[config.mk]
export PLATFORM = sky130hd
export DESIGN_NAME = seq_multiplier
export DESIGN_NICKNAME = d
export VERILOG_FILES = /design/src/rtl/mult_pkg.sv /design/src/rtl/mult_sign_cond.sv /design/src/rtl/seq_multiplier.sv
export SDC_FILE = /design/constraint.sdc
export NUM_CORES = 1
export LEC_CHECK = 0
export ABC_AREA = 0
export CAP_MARGIN = 20
export CORE_MARGIN = 3
export CORE_UTILIZATION = 45
export DETAILED_ROUTE_END_ITERATION = 16
export GPL_TIMING_DRIVEN = 1
export PLACE_DENSITY_LB_ADDON = 0.25
export SYNTH_ARGS = -nofsm -noshare
export SYNTH_HDL_FRONTEND = slang
export SYNTH_HIERARCHICAL = 1
export SYNTH_SLANG_ARGS = --single-unit
[constraint.sdc]
create_clock -name clk -period 3.4 [get_ports clk]
set_input_delay 0.51 -clock clk [delete_from_list [all_inputs] [get_ports clk]]
set_output_delay 0.51 -clock clk [all_outputs]
set_load 0.03 [all_outputs]
[src/rtl/mult_pkg.sv]
// Shared definitions for the sequential multiply/divide family:
// FSM state encoding and the iteration-counter width helper.
package mult_pkg;

    typedef enum logic [1:0] {
        IDLE = 2'b00,
        CALC = 2'b01,
        DONE = 2'b10
    } mult_state_e;

    // Counter wide enough to hold 0..width inclusive.
    function automatic int cnt_width(input int width);
        return $clog2(width + 1);
    endfunction

endpackage

[src/rtl/mult_sign_cond.sv]
// Operand sign conditioning: converts to magnitudes in signed mode and
// reports whether the final result must be negated.
module mult_sign_cond #(
    parameter int WIDTH = 4
) (
    input  logic [WIDTH-1:0] x,
    input  logic [WIDTH-1:0] y,
    input  logic             signed_mode,
    output logic [WIDTH-1:0] abs_x,
    output logic [WIDTH-1:0] abs_y,
    output logic             neg
);

    // The magnitude of the most-negative value wraps to 2^(WIDTH-1), which is
    // still correct when the result is read as unsigned.
    assign abs_x = (signed_mode && x[WIDTH-1]) ? -x : x;
    assign abs_y = (signed_mode && y[WIDTH-1]) ? -y : y;
    assign neg   = signed_mode & (x[WIDTH-1] ^ y[WIDTH-1]);

endmodule

[src/rtl/seq_multiplier.sv]
// Shift-and-add multiplier: one WIDTH-bit add per clock, WIDTH iterations,
// unsigned or two's-complement operands with a start/busy/done handshake.
module seq_multiplier
    import mult_pkg::*;
#(
    parameter int WIDTH = 4
) (
    input  logic               clk,
    input  logic               rst,
    input  logic               start,
    input  logic               signed_mode,
    input  logic [WIDTH-1:0]   X,
    input  logic [WIDTH-1:0]   Y,
    output logic [2*WIDTH-1:0] Z,
    output logic               busy,
    output logic               done
);

    localparam int               CNT_W     = cnt_width(WIDTH);
    localparam logic [CNT_W-1:0] LAST_ITER = CNT_W'(WIDTH - 1);

    mult_state_e        state_q, state_d;
    logic [WIDTH-1:0]   mcand_q, mcand_d;
    logic [2*WIDTH-1:0] acc_q, acc_d;
    logic [CNT_W-1:0]   cnt_q, cnt_d;
    logic               neg_q, neg_d;
    logic [2*WIDTH-1:0] z_q, z_d;

    logic [WIDTH-1:0]   abs_x;
    logic [WIDTH-1:0]   abs_y;
    logic               neg_in;
    logic [WIDTH:0]     sum;
    logic [2*WIDTH-1:0] acc_step;

    mult_sign_cond #(
        .WIDTH(WIDTH)
    ) u_sign_cond (
        .x           (X),
        .y           (Y),
        .signed_mode (signed_mode),
        .abs_x       (abs_x),
        .abs_y       (abs_y),
        .neg         (neg_in)
    );

    // Upper half of acc holds the partial product; the lower half starts as
    // the multiplier and is consumed one LSB per iteration as the pair shifts.
    assign sum      = {1'b0, acc_q[2*WIDTH-1:WIDTH]} + {1'b0, mcand_q};
    assign acc_step = acc_q[0] ? {sum, acc_q[WIDTH-1:1]}
                               : {1'b0, acc_q[2*WIDTH-1:1]};

    always_comb begin
        state_d = state_q;
        mcand_d = mcand_q;
        acc_d   = acc_q;
        cnt_d   = cnt_q;
        neg_d   = neg_q;
        z_d     = z_q;

        case (state_q)
            IDLE, DONE: begin
                state_d = IDLE;
                if (start) begin
                    state_d = CALC;
                    mcand_d = abs_x;
                    acc_d   = {{WIDTH{1'b0}}, abs_y};
                    cnt_d   = '0;
                    neg_d   = neg_in;
                end
            end
            CALC: begin
                acc_d = acc_step;
                cnt_d = cnt_q + CNT_W'(1);
                if (cnt_q == LAST_ITER) begin
                    state_d = DONE;
                    z_d     = neg_q ? -acc_step : acc_step;
                end
            end
            default: state_d = IDLE;
        endcase
    end

    always_ff @(posedge clk) begin
        if (rst) begin
            state_q <= IDLE;
            mcand_q <= '0;
            acc_q   <= '0;
            cnt_q   <= '0;
            neg_q   <= 1'b0;
            z_q     <= '0;
        end else begin
            state_q <= state_d;
            mcand_q <= mcand_d;
            acc_q   <= acc_d;
            cnt_q   <= cnt_d;
            neg_q   <= neg_d;
            z_q     <= z_d;
        end
    end

    assign busy = (state_q == CALC);
    assign done = (state_q == DONE);
    assign Z    = z_q;

endmodule

==> impl_table.tex, run 1 <==
\begin{tabular}{lr}
\hline
Metric & Value \\
\hline
\multicolumn{2}{l}{\textbf{Critical path}} \\
\quad CP Buf/Inv Count & 2 \\
\quad CP startpoint & state\_q[1]\$\_SDFFE\_PP0P\_ \\
\quad Crit path max fanout & 12 \\
\quad Count of cell instances traversed by the critical path & 3 \\
\quad Number of cells traversed by the worst register-to-register path & 7 \\
\quad WP data arrival & 1.90 ns \\
\quad Cell family with the largest share of critical-path delay & buffers and inverters \\
\quad Required time of the critical path & 2.89 ns \\
\quad Crit Reg-Reg Startpoint & acc\_q[4]\$\_SDFFE\_PP0P\_ \\
\quad Peak per-stage delay on the critical path & 0.72 ns \\
\quad Nature of the critical path endpoint & primary output \\
\quad Type of the worst setup path & register to primary output \\
\quad Sort of element at the start of the critical path & register \\
\quad Slowest cell on the critical path & sky130\_fd\_sc\_hd\_\_clkdlybuf4s50\_1 \\
\quad Critical-path cell list & nand2b\_1, inv\_2, clkdlybuf4s50\_1 \\
\quad Setup slack of the most critical reg-to-reg path & 1.18 ns \\
\quad Crit Reg-Reg Endpoint & Z[7]\$\_SDFFE\_PP0P\_ \\
\multicolumn{2}{l}{\textbf{Timing}} \\
\quad Max transition margin & 0.594 \\
\quad Clock tree skew after final layout & $\sim$0.0045 ns \\
\quad Setup\_tns & 0 ns \\
\quad Fmax & 416 MHz \\
\quad Max-slew violations & 0 \\
\quad RSZ-0062 raised after global routing & false \\
\quad Worst-margin pin slew & about 0.6 ns \\
\quad Slack of the critical path & around 1 ns \\
\quad Endpoints failing hold & 0 \\
\quad Final period demand of the worst path & 2.41 ns \\
\quad Final number of setup-violating endpoints & 0 \\
\quad Ratio of final minimum period to clock period & 0.708 \\
\multicolumn{2}{l}{\textbf{Logic synthesis}} \\
\quad Proportion of synthesized flip-flops having asynchronous set or reset & 0 \\
\quad Adder-cell share of the synthesized area & 0.0883 \\
\quad Syn\_nets & between 200 and 250 \\
\quad Post-synthesis cell type count & 40 \\
\quad FF+latch count, synth & 26 \\
\quad Most used flip-flop cell after synthesis & sky130\_fd\_sc\_hd\_\_dfxtp\_1 \\
\quad Share of cell area taken by muxes after synthesis & 0.0417 \\
\quad Syn Area/Cell & around 8.1 um2 \\
\quad Share of synthesized cell area in and, or, nand and nor gates & 0.244 \\
\quad Sequential fraction of the synthesis area & 0.347 \\
\quad Synthesized netlist cell count & between 150 and 200 \\
\quad Netlist area before placement & 1500 um2 \\
\quad Main combinational cell family by area after synthesis & simple AND/OR/NAND/NOR gates \\
\quad Synth warnings & 6 \\
\quad Fraction of the mapped netlist area in compound gates & 0.168 \\
\quad Xor and xnor area share after synthesis & 0.0467 \\
\quad Post-synth EDFFs & 0 \\
\multicolumn{2}{l}{\textbf{CTS}} \\
\quad CTS buffer count & 3 \\
\quad Clock Root Buffer & sky130\_fd\_sc\_hd\_\_clkbuf\_4 \\
\quad Clock tree from TritonCTS & yes \\
\quad \# H-tree levels & 1 \\
\quad Quantity of gates resized following cts & 0 \\
\quad Clock-pin transition on the worst setup and hold timing paths & 0.14 ns \\
\quad Skew-Pair Late Insertion Delay & 0.33 ns \\
\quad Post-CTS Setup Inserts & 0 \\
\quad Hold Buf Count CTS & 0 \\
\quad Total number of clock tree sinks & 26 \\
\quad Number of buffers between clock root and the deepest sink & 2 \\
\multicolumn{2}{l}{\textbf{Global routing}} \\
\quad Overflow left after global routing & 0 \\
\quad Number of antenna violations at the first check in global routing & 0 \\
\quad Via count of the first global-routing pass & around 1300 \\
\quad Global-route wire length before repair & 5.46 mm \\
\quad M3 GR Usage & 0.0228 \\
\quad Highest-utilization routing layer at the global route stage & met2 \\
\quad Global-route total usage across every layer & 0.166 \\
\quad Met1 Use GR & 0.190 \\
\quad Maximum number of pins on one net before global-route repair & 26 \\
\quad Met2 capacity usage during global routing & 0.308 \\
\multicolumn{2}{l}{\textbf{Hold path}} \\
\quad Worst hold path stage count & 2 \\
\quad Worst min-delay path class & register to register \\
\quad Worst Hold Endpoint & Z[3]\$\_SDFFE\_PP0P\_ \\
\quad Worst Min Path Start & Z[3]\$\_SDFFE\_PP0P\_ \\
\multicolumn{2}{l}{\textbf{Run}} \\
\quad Max cap viols & 0 \\
\multicolumn{2}{l}{\textbf{Route}} \\
\quad Via density per instance & 5.35 \\
\quad Number of DRC violations after detailed-routing iteration 0 & 89 \\
\quad Detailed-route wire length & slightly above 3 mm \\
\quad Number of design rule violations left after detail routing & 0 \\
\quad Number of nets still failing antenna checks after routing & 0 \\
\quad Total number of vias & 1310 \\
\quad Routed wirelength normalized by instance count & 12.5 um \\
\quad Pre-antenna DRT Iters & 4 \\
\multicolumn{2}{l}{\textbf{Die}} \\
\quad Area enclosed by the die boundary & 4070 um2 \\
\quad Die outline width & 63.8 um \\
\quad Std-Cell Rows & 20 \\
\quad Height of the die & approximately 64 um \\
\quad Initial core utilization & 0.480 \\
\quad Area of the core region & 3130 um2 \\
\quad Number of top-level pins & 22 \\
\multicolumn{2}{l}{\textbf{Finish}} \\
\quad Share of cells above drive strength 1 & 0.0746 \\
\quad Most frequent cells in the layout & sky130\_fd\_sc\_hd\_\_nand2\_1 (27), sky130\_fd\_sc\_hd\_\_dfxtp\_1 (26), sky130\_fd\_sc\_hd\_\_nor2\_1 (21), sky130\_fd\_sc\_hd\_\_clkdlybuf4s50\_1 (21), sky130\_fd\_sc\_hd\_\_a21oi\_1 (14) \\
\quad Nets & 224 \\
\quad Synth-to-layout area growth & 17.4\% \\
\quad Commonest non-fill, non-tap cell in the layout & sky130\_fd\_sc\_hd\_\_nand2\_1 \\
\quad Core occupancy in the finished layout & 0.564 \\
\quad Number of diodes & 0 \\
\multicolumn{2}{l}{\textbf{Power and ir drop}} \\
\quad Peak supply drop & approximately 0.19 mV \\
\quad Cell leakage power & 0.000695 uW \\
\quad PnR Total Power & 602 uW \\
\quad Total power per unit cell area & 341 nW/um2 \\
\multicolumn{2}{l}{\textbf{Status}} \\
\quad Status & finished, final reports clean \\
\multicolumn{2}{l}{\textbf{Placement}} \\
\quad GPL Wtd Cong & 0.818 \\
\quad Worst setup timing slack at the placement stage & 1.21 ns \\
\quad Port buffer count & 21 \\
\quad DPL Wire Length & roughly 2.4 mm \\
\hline
\end{tabular}
## registers in the layout (all words and copies together) (netlist names)
register and cells:
Z 8, neg_q 1, mcand_q 4, acc_q 8
state_q 2, cnt_q 3
## worst min-delay path, stage by stage, from the launching register on
cell and delay, ns:
sky130_fd_sc_hd__dfxtp_1 0.33, sky130_fd_sc_hd__nand2_1 0.05, sky130_fd_sc_hd__a21oi_1 0.05
## how the worst max path moves through the flow
stage                             end  slack (ns)
global placement    Z[7]$_SDFFE_PP0P_        1.26
floorplan           Z[7]$_SDFFE_PP0P_        1.32
global route                     busy        0.88
CTS                              busy        0.99
detailed placement  Z[7]$_SDFFE_PP0P_        1.21
finish                           busy        0.99
## metrics by stage
step | std cells | hold slack, ns | cell area [um2]
after floorplan | 185 | 0.441 | 1500
after global placement | 241 | 0.439 | 1730
after detailed placement | 241 | 0.445 | 1730
after CTS | 245 | 0.462 | 1760
after global routing | 245 | 0.492 | 1760
final | 245 | 0.461 | 1760
## where the power goes
part / leakage, uW / internal [uW] / switching [uW]
Sequential: 0.000211 / 316 / 14.0
Combinational: 0.000463 / 53.5 / 60.3
Clock: 0.0000210 / 65.6 / 92.6
Total: 0.000695 / 435 / 167
## cells in the mapped netlist (2+ instances only)
cell type                  instances  area share
sky130_fd_sc_hd__a211oi_1          5       0.025
sky130_fd_sc_hd__a21oi_1          14       0.047
sky130_fd_sc_hd__a22oi_1           6       0.030
sky130_fd_sc_hd__a311oi_1          3       0.018
sky130_fd_sc_hd__and2_1            3       0.013
sky130_fd_sc_hd__buf_2             2      0.0067
sky130_fd_sc_hd__buf_4             3       0.015
sky130_fd_sc_hd__clkbuf_1          6       0.015
sky130_fd_sc_hd__dfxtp_1          26        0.35
sky130_fd_sc_hd__ha_1              9       0.075
sky130_fd_sc_hd__inv_1            10       0.025
sky130_fd_sc_hd__mux2_2            2       0.015
sky130_fd_sc_hd__mux2_4            2       0.020
sky130_fd_sc_hd__nand2_1          27       0.068
sky130_fd_sc_hd__nand2b_1          3       0.013
sky130_fd_sc_hd__nand3_1           4       0.013
sky130_fd_sc_hd__nand3b_1          2       0.010
sky130_fd_sc_hd__nor2_1           21       0.053
sky130_fd_sc_hd__nor2b_1           5       0.021
sky130_fd_sc_hd__nor3_1            2      0.0067
sky130_fd_sc_hd__o21ai_0           2      0.0067
sky130_fd_sc_hd__o31ai_1           3       0.015
sky130_fd_sc_hd__or3_1             2      0.0083
sky130_fd_sc_hd__xnor2_1           6       0.035
sky130_fd_sc_hd__xor2_1            2       0.012
## cells by family after synthesis
| group | after synthesis |
|---|---|
| compound gates | 38 |
| simple gates | 76 |
| buf+inv | 22 |
| mux | 5 |
| flops | 26 |
| fa+ha+maj | 10 |
| xor+xnor | 8 |
## per-layer routing
layer | vias to the layer above | part of all wire
li1 | 663 | -
met1 | 600 | 0.43
met2 | 42 | 0.49
met3 | 5 | 0.065
met4 | 0 | 0.017
met5 | - | 0
## cell type report
class                      count  area, um2
fill                         297       1370
clock buffer                   4       36.3
sequential                    26        520
tap                           44       55.1
multi-input combinational    137        885
inverter                      11       41.3
timing repair buffer          23        225
Note: power is estimated with default switching activity, not from simulation.
==> run 2: changes to the inputs <==
==> constraint.sdc (replaced) <==
create_clock -name clk -period 2.07 [get_ports clk]
set_input_delay 0.3105 -clock clk [delete_from_list [all_inputs] [get_ports clk]]
set_output_delay 0.3105 -clock clk [all_outputs]
set_load 0.03 [all_outputs]
==> impl_table.tex, run 2 (synthesized netlist as in run 1, its figures left out) <==
\begin{tabular}{lr}
\hline
Metric & Value \\
\hline
\multicolumn{2}{l}{\textbf{Route}} \\
\quad Via density per instance & 5.35 (about the same) \\
\quad Amount of wire on met3 after detailed routing & 156 um (-22\%) \\
\quad Met2 routed wirelength & 1.69 mm (+13\%) \\
\quad Number of nets still failing antenna checks after routing & 0 (unchanged) \\
\quad Total number of vias & 1347 (+2.8\%) \\
\quad Top layer reached by signal wires & met4 \\
\quad Pre-antenna DRT Iters & 4 (unchanged) \\
\quad Number of DRC violations after detailed-routing iteration 0 & 75 (-16\%) \\
\quad Number of design rule violations left after detail routing & 0 (unchanged) \\
\quad Met1 WL & 1.40 mm (+7.4\%) \\
\quad Routed wirelength normalized by instance count & 13.1 um (+5.2\%) \\
\quad Detailed-route wire length & 3.31 mm (+8.2\%) \\
\multicolumn{2}{l}{\textbf{CTS}} \\
\quad Clock Root Buffer & sky130\_fd\_sc\_hd\_\_clkbuf\_4 \\
\quad Clock tree from TritonCTS & yes \\
\quad Skew-Pair Late Insertion Delay & 0.33 ns (about the same) \\
\quad CTS buffer count & 3 (unchanged) \\
\quad \# H-tree levels & 1 (unchanged) \\
\quad Clock-pin transition on the worst setup and hold timing paths & 0.15 ns (about the same) \\
\quad Number of buffers between clock root and the deepest sink & 2 (unchanged) \\
\quad Total number of clock tree sinks & 26 (unchanged) \\
\multicolumn{2}{l}{\textbf{Global routing}} \\
\quad Via count of the first global-routing pass & 1337 (+3.8\%) \\
\quad Global-route wire length before repair & 5.63 mm (+3.2\%) \\
\quad Maximum number of pins on one net before global-route repair & 25 (-3.8\%) \\
\quad Global-route total usage across every layer & 0.173 (+0.00674) \\
\quad Overflow left after global routing & 0 (unchanged) \\
\quad Number of antenna violations at the first check in global routing & 0 (unchanged) \\
\multicolumn{2}{l}{\textbf{Power and ir drop}} \\
\quad Total power per unit cell area & 548 nW/um2 (+61\%) \\
\quad Proportion of power drawn by combinational gates & 0.208 (+0.019) \\
\quad Cell leakage power & 0.000745 uW (+7.2\%) \\
\quad Sequential group share of total power & 0.534 (-0.014) \\
\quad P\_int & 730 uW (+68\%) \\
\quad Switching power & 286 uW (+71\%) \\
\quad Switching Share & 0.281 (+0.00400) \\
\quad Clock Power Share & 0.258 (-0.005) \\
\quad Peak supply drop & 0.251 mV (+34\%) \\
\multicolumn{2}{l}{\textbf{Timing}} \\
\quad Setup\_tns & -0.0507 ns (-0.0507 ns) \\
\quad Fmax & 472 MHz \\
\quad Hold Worst Slack & 0.460 ns (-0.000600 ns) \\
\quad Endpoints failing hold & 0 (unchanged) \\
\quad Max transition margin & 0.591 (-0.00263) \\
\quad Worst-margin pin slew & 0.604 ns (-0.00336 ns) \\
\quad Clock tree skew after final layout & 0.00836 ns (+0.00389 ns) \\
\quad Slack of the critical path & -0.0507 ns (-1.04 ns) \\
\quad Ratio of final minimum period to clock period & 1.02 \\
\quad Final number of setup-violating endpoints & 1 (+1) \\
\quad RSZ-0062 raised after global routing & true \\
\quad Max-slew violations & 0 (unchanged) \\
\quad Final period demand of the worst path & 2.12 ns \\
\multicolumn{2}{l}{\textbf{Finish}} \\
\quad Final-layout fill cell count & 288 (-3.0\%) \\
\quad Nets & 231 (+3.1\%) \\
\quad Core occupancy in the finished layout & 0.593 (+0.0292) \\
\quad Number of standard cells in the final layout excluding fillers & 252 (+2.9\%) \\
\quad Number of diodes & 0 (unchanged) \\
\quad Share of cells above drive strength 1 & 0.139 (+0.0648) \\
\quad Most frequent cells in the layout & sky130\_fd\_sc\_hd\_\_nand2\_1 (27), sky130\_fd\_sc\_hd\_\_dfxtp\_1 (24), sky130\_fd\_sc\_hd\_\_nor2\_1 (20), sky130\_fd\_sc\_hd\_\_clkdlybuf4s50\_1 (20), sky130\_fd\_sc\_hd\_\_a21oi\_1 (13) \\
\quad Synth-to-layout area growth & 23.5\% \\
\quad Commonest non-fill, non-tap cell in the layout & sky130\_fd\_sc\_hd\_\_nand2\_1 \\
\multicolumn{2}{l}{\textbf{Placement}} \\
\quad DPL Wire Length & 2.62 mm (+8.3\%) \\
\quad Worst setup timing slack at the placement stage & -0.0708 ns (-1.28 ns) \\
\quad GPL Wtd Cong & 0.776 (-5.2\%) \\
\quad Count of placed standard cells including taps & 247 (+2.5\%) \\
\quad Port buffer count & 21 (unchanged) \\
\multicolumn{2}{l}{\textbf{Critical path}} \\
\quad Nature of the critical path endpoint & register \\
\quad CP startpoint & mcand\_q[0]\$\_SDFFE\_PP0P\_ \\
\quad WP data arrival & 2.40 ns (+0.50 ns) \\
\quad Crit Reg-Reg Startpoint & mcand\_q[0]\$\_SDFFE\_PP0P\_ \\
\quad Number of cells traversed by the worst register-to-register path & 7 (unchanged) \\
\quad Crit Reg-Reg Endpoint & Z[7]\$\_SDFFE\_PP0P\_ \\
\quad Required time of the critical path & 2.35 ns (-0.54 ns) \\
\quad Crit path max fanout & 2 (-10) \\
\quad Type of the worst setup path & register to register \\
\quad Setup slack of the most critical reg-to-reg path & -0.05 ns (-1.23 ns) \\
\quad Sort of element at the start of the critical path & register \\
\multicolumn{2}{l}{\textbf{Die}} \\
\quad Height of the die & 63.8 um (unchanged) \\
\quad Area of the core region & 3130 um2 (unchanged) \\
\quad Area enclosed by the die boundary & 4070 um2 (unchanged) \\
\quad Initial core utilization & 0.480 (unchanged) \\
\quad Number of top-level pins & 22 (unchanged) \\
\quad Die outline width & 63.8 um (unchanged) \\
\quad Std-Cell Rows & 20 (unchanged) \\
\multicolumn{2}{l}{\textbf{Hold path}} \\
\quad Worst hold path stage count & 2 (unchanged) \\
\quad Worst min-delay path class & register to register \\
\quad Worst Hold Endpoint & Z[4]\$\_SDFFE\_PP0P\_ \\
\quad Worst Min Path Start & Z[4]\$\_SDFFE\_PP0P\_ \\
\multicolumn{2}{l}{\textbf{Run}} \\
\quad Max cap viols & 0 (unchanged) \\
\multicolumn{2}{l}{\textbf{Status}} \\
\quad Violations in the final reports & negative setup slack \\
\quad Status & complete, but fails checks \\
\hline
\end{tabular}
## run 2: changes by cell type in the layout (fill, tap and decap cells not counted), sizes merged
cell           previous run  this run
buf                       2         9
clkdlybuf4s50            21        20
dlymetal6s2s              0         1
## run 2: cell type report
| type | count | area (um2) | share of cell area |
|---|---|---|---|
| inverters | 11 | 41.3 | 0.0223 |
| flip-flops and latches | 26 | 523 | 0.282 |
| clock buffers | 4 | 36.3 | 0.0196 |
| well taps | 44 | 55.1 | 0.0297 |
| multi-input cells | 137 | 918 | 0.495 |
| repair buffers | 30 | 280 | 0.151 |
## run 2: power groups by stage
stage	logic (uW)	registers, uW	clock network (uW)
global placement	194	551	0
floorplan	140	542	0
CTS	205	542	271
finish	211	543	262
global route	234	546	296
detailed placement	201	553	0
## run 2: worst max-delay path by stage
stage	end	slack, ns	cells after the start
after floorplan	Z[7]$_SDFFE_PP0P_	0.02	7
after global placement	Z[7]$_SDFFE_PP0P_	0.008	7
after detailed placement	Z[7]$_SDFFE_PP0P_	-0.07	7
after CTS	Z[7]$_SDFFE_PP0P_	-0.04	7
after global routing	Z[7]$_SDFFE_PP0P_	-0.10	7
final	Z[7]$_SDFFE_PP0P_	-0.05	7
## run 2: critical path, stage by stage, from the launching register on
cell,delay (ns)
sky130_fd_sc_hd__dfxtp_2,0.38
sky130_fd_sc_hd__ha_4,0.15
sky130_fd_sc_hd__fa_2,0.46
sky130_fd_sc_hd__nor2_4,0.11
sky130_fd_sc_hd__a21oi_2,0.07
sky130_fd_sc_hd__or3_1,0.38
sky130_fd_sc_hd__or4_1,0.42
sky130_fd_sc_hd__nand3_1,0.09
## run 2: metrics by stage
stage | total power, uW | area (um2)
floorplan | 681 | 1500
global placement | 745 | 1770
detailed placement | 754 | 1770
CTS | 1020 | 1840
global route | 1080 | 1850
finish | 1020 | 1850
## run 2: metal layers
layer,global-route usage,up-vias
met3,0.0246,6
met1,0.197,615
li1,-,682
met4,0.0863,0
met2,0.312,44
met5,0,-
## run 2: repair_timing
action / in CTS / in global routing
buffers inserted: 1 / 0
hold buffers: 0 / 0
setup endpoints to repair: 1 / 4
pin swaps: 3 / 3
endpoints found under the hold margin: 0 / 0
resized for setup: 5 / 4
==> run 3: changes to the inputs <==
--- a/config.mk
+++ b/config.mk
@@ -10,6 +10,7 @@
 export CORE_MARGIN = 3
 export CORE_UTILIZATION = 45
 export DETAILED_ROUTE_END_ITERATION = 16
+export GPL_ROUTABILITY_DRIVEN = 0
 export GPL_TIMING_DRIVEN = 1
 export PLACE_DENSITY_LB_ADDON = 0.25
 export SYNTH_ARGS = -nofsm -noshare
==> results of run 3 <==
The final DEF is identical to that of run 2; final timing and power are the same.
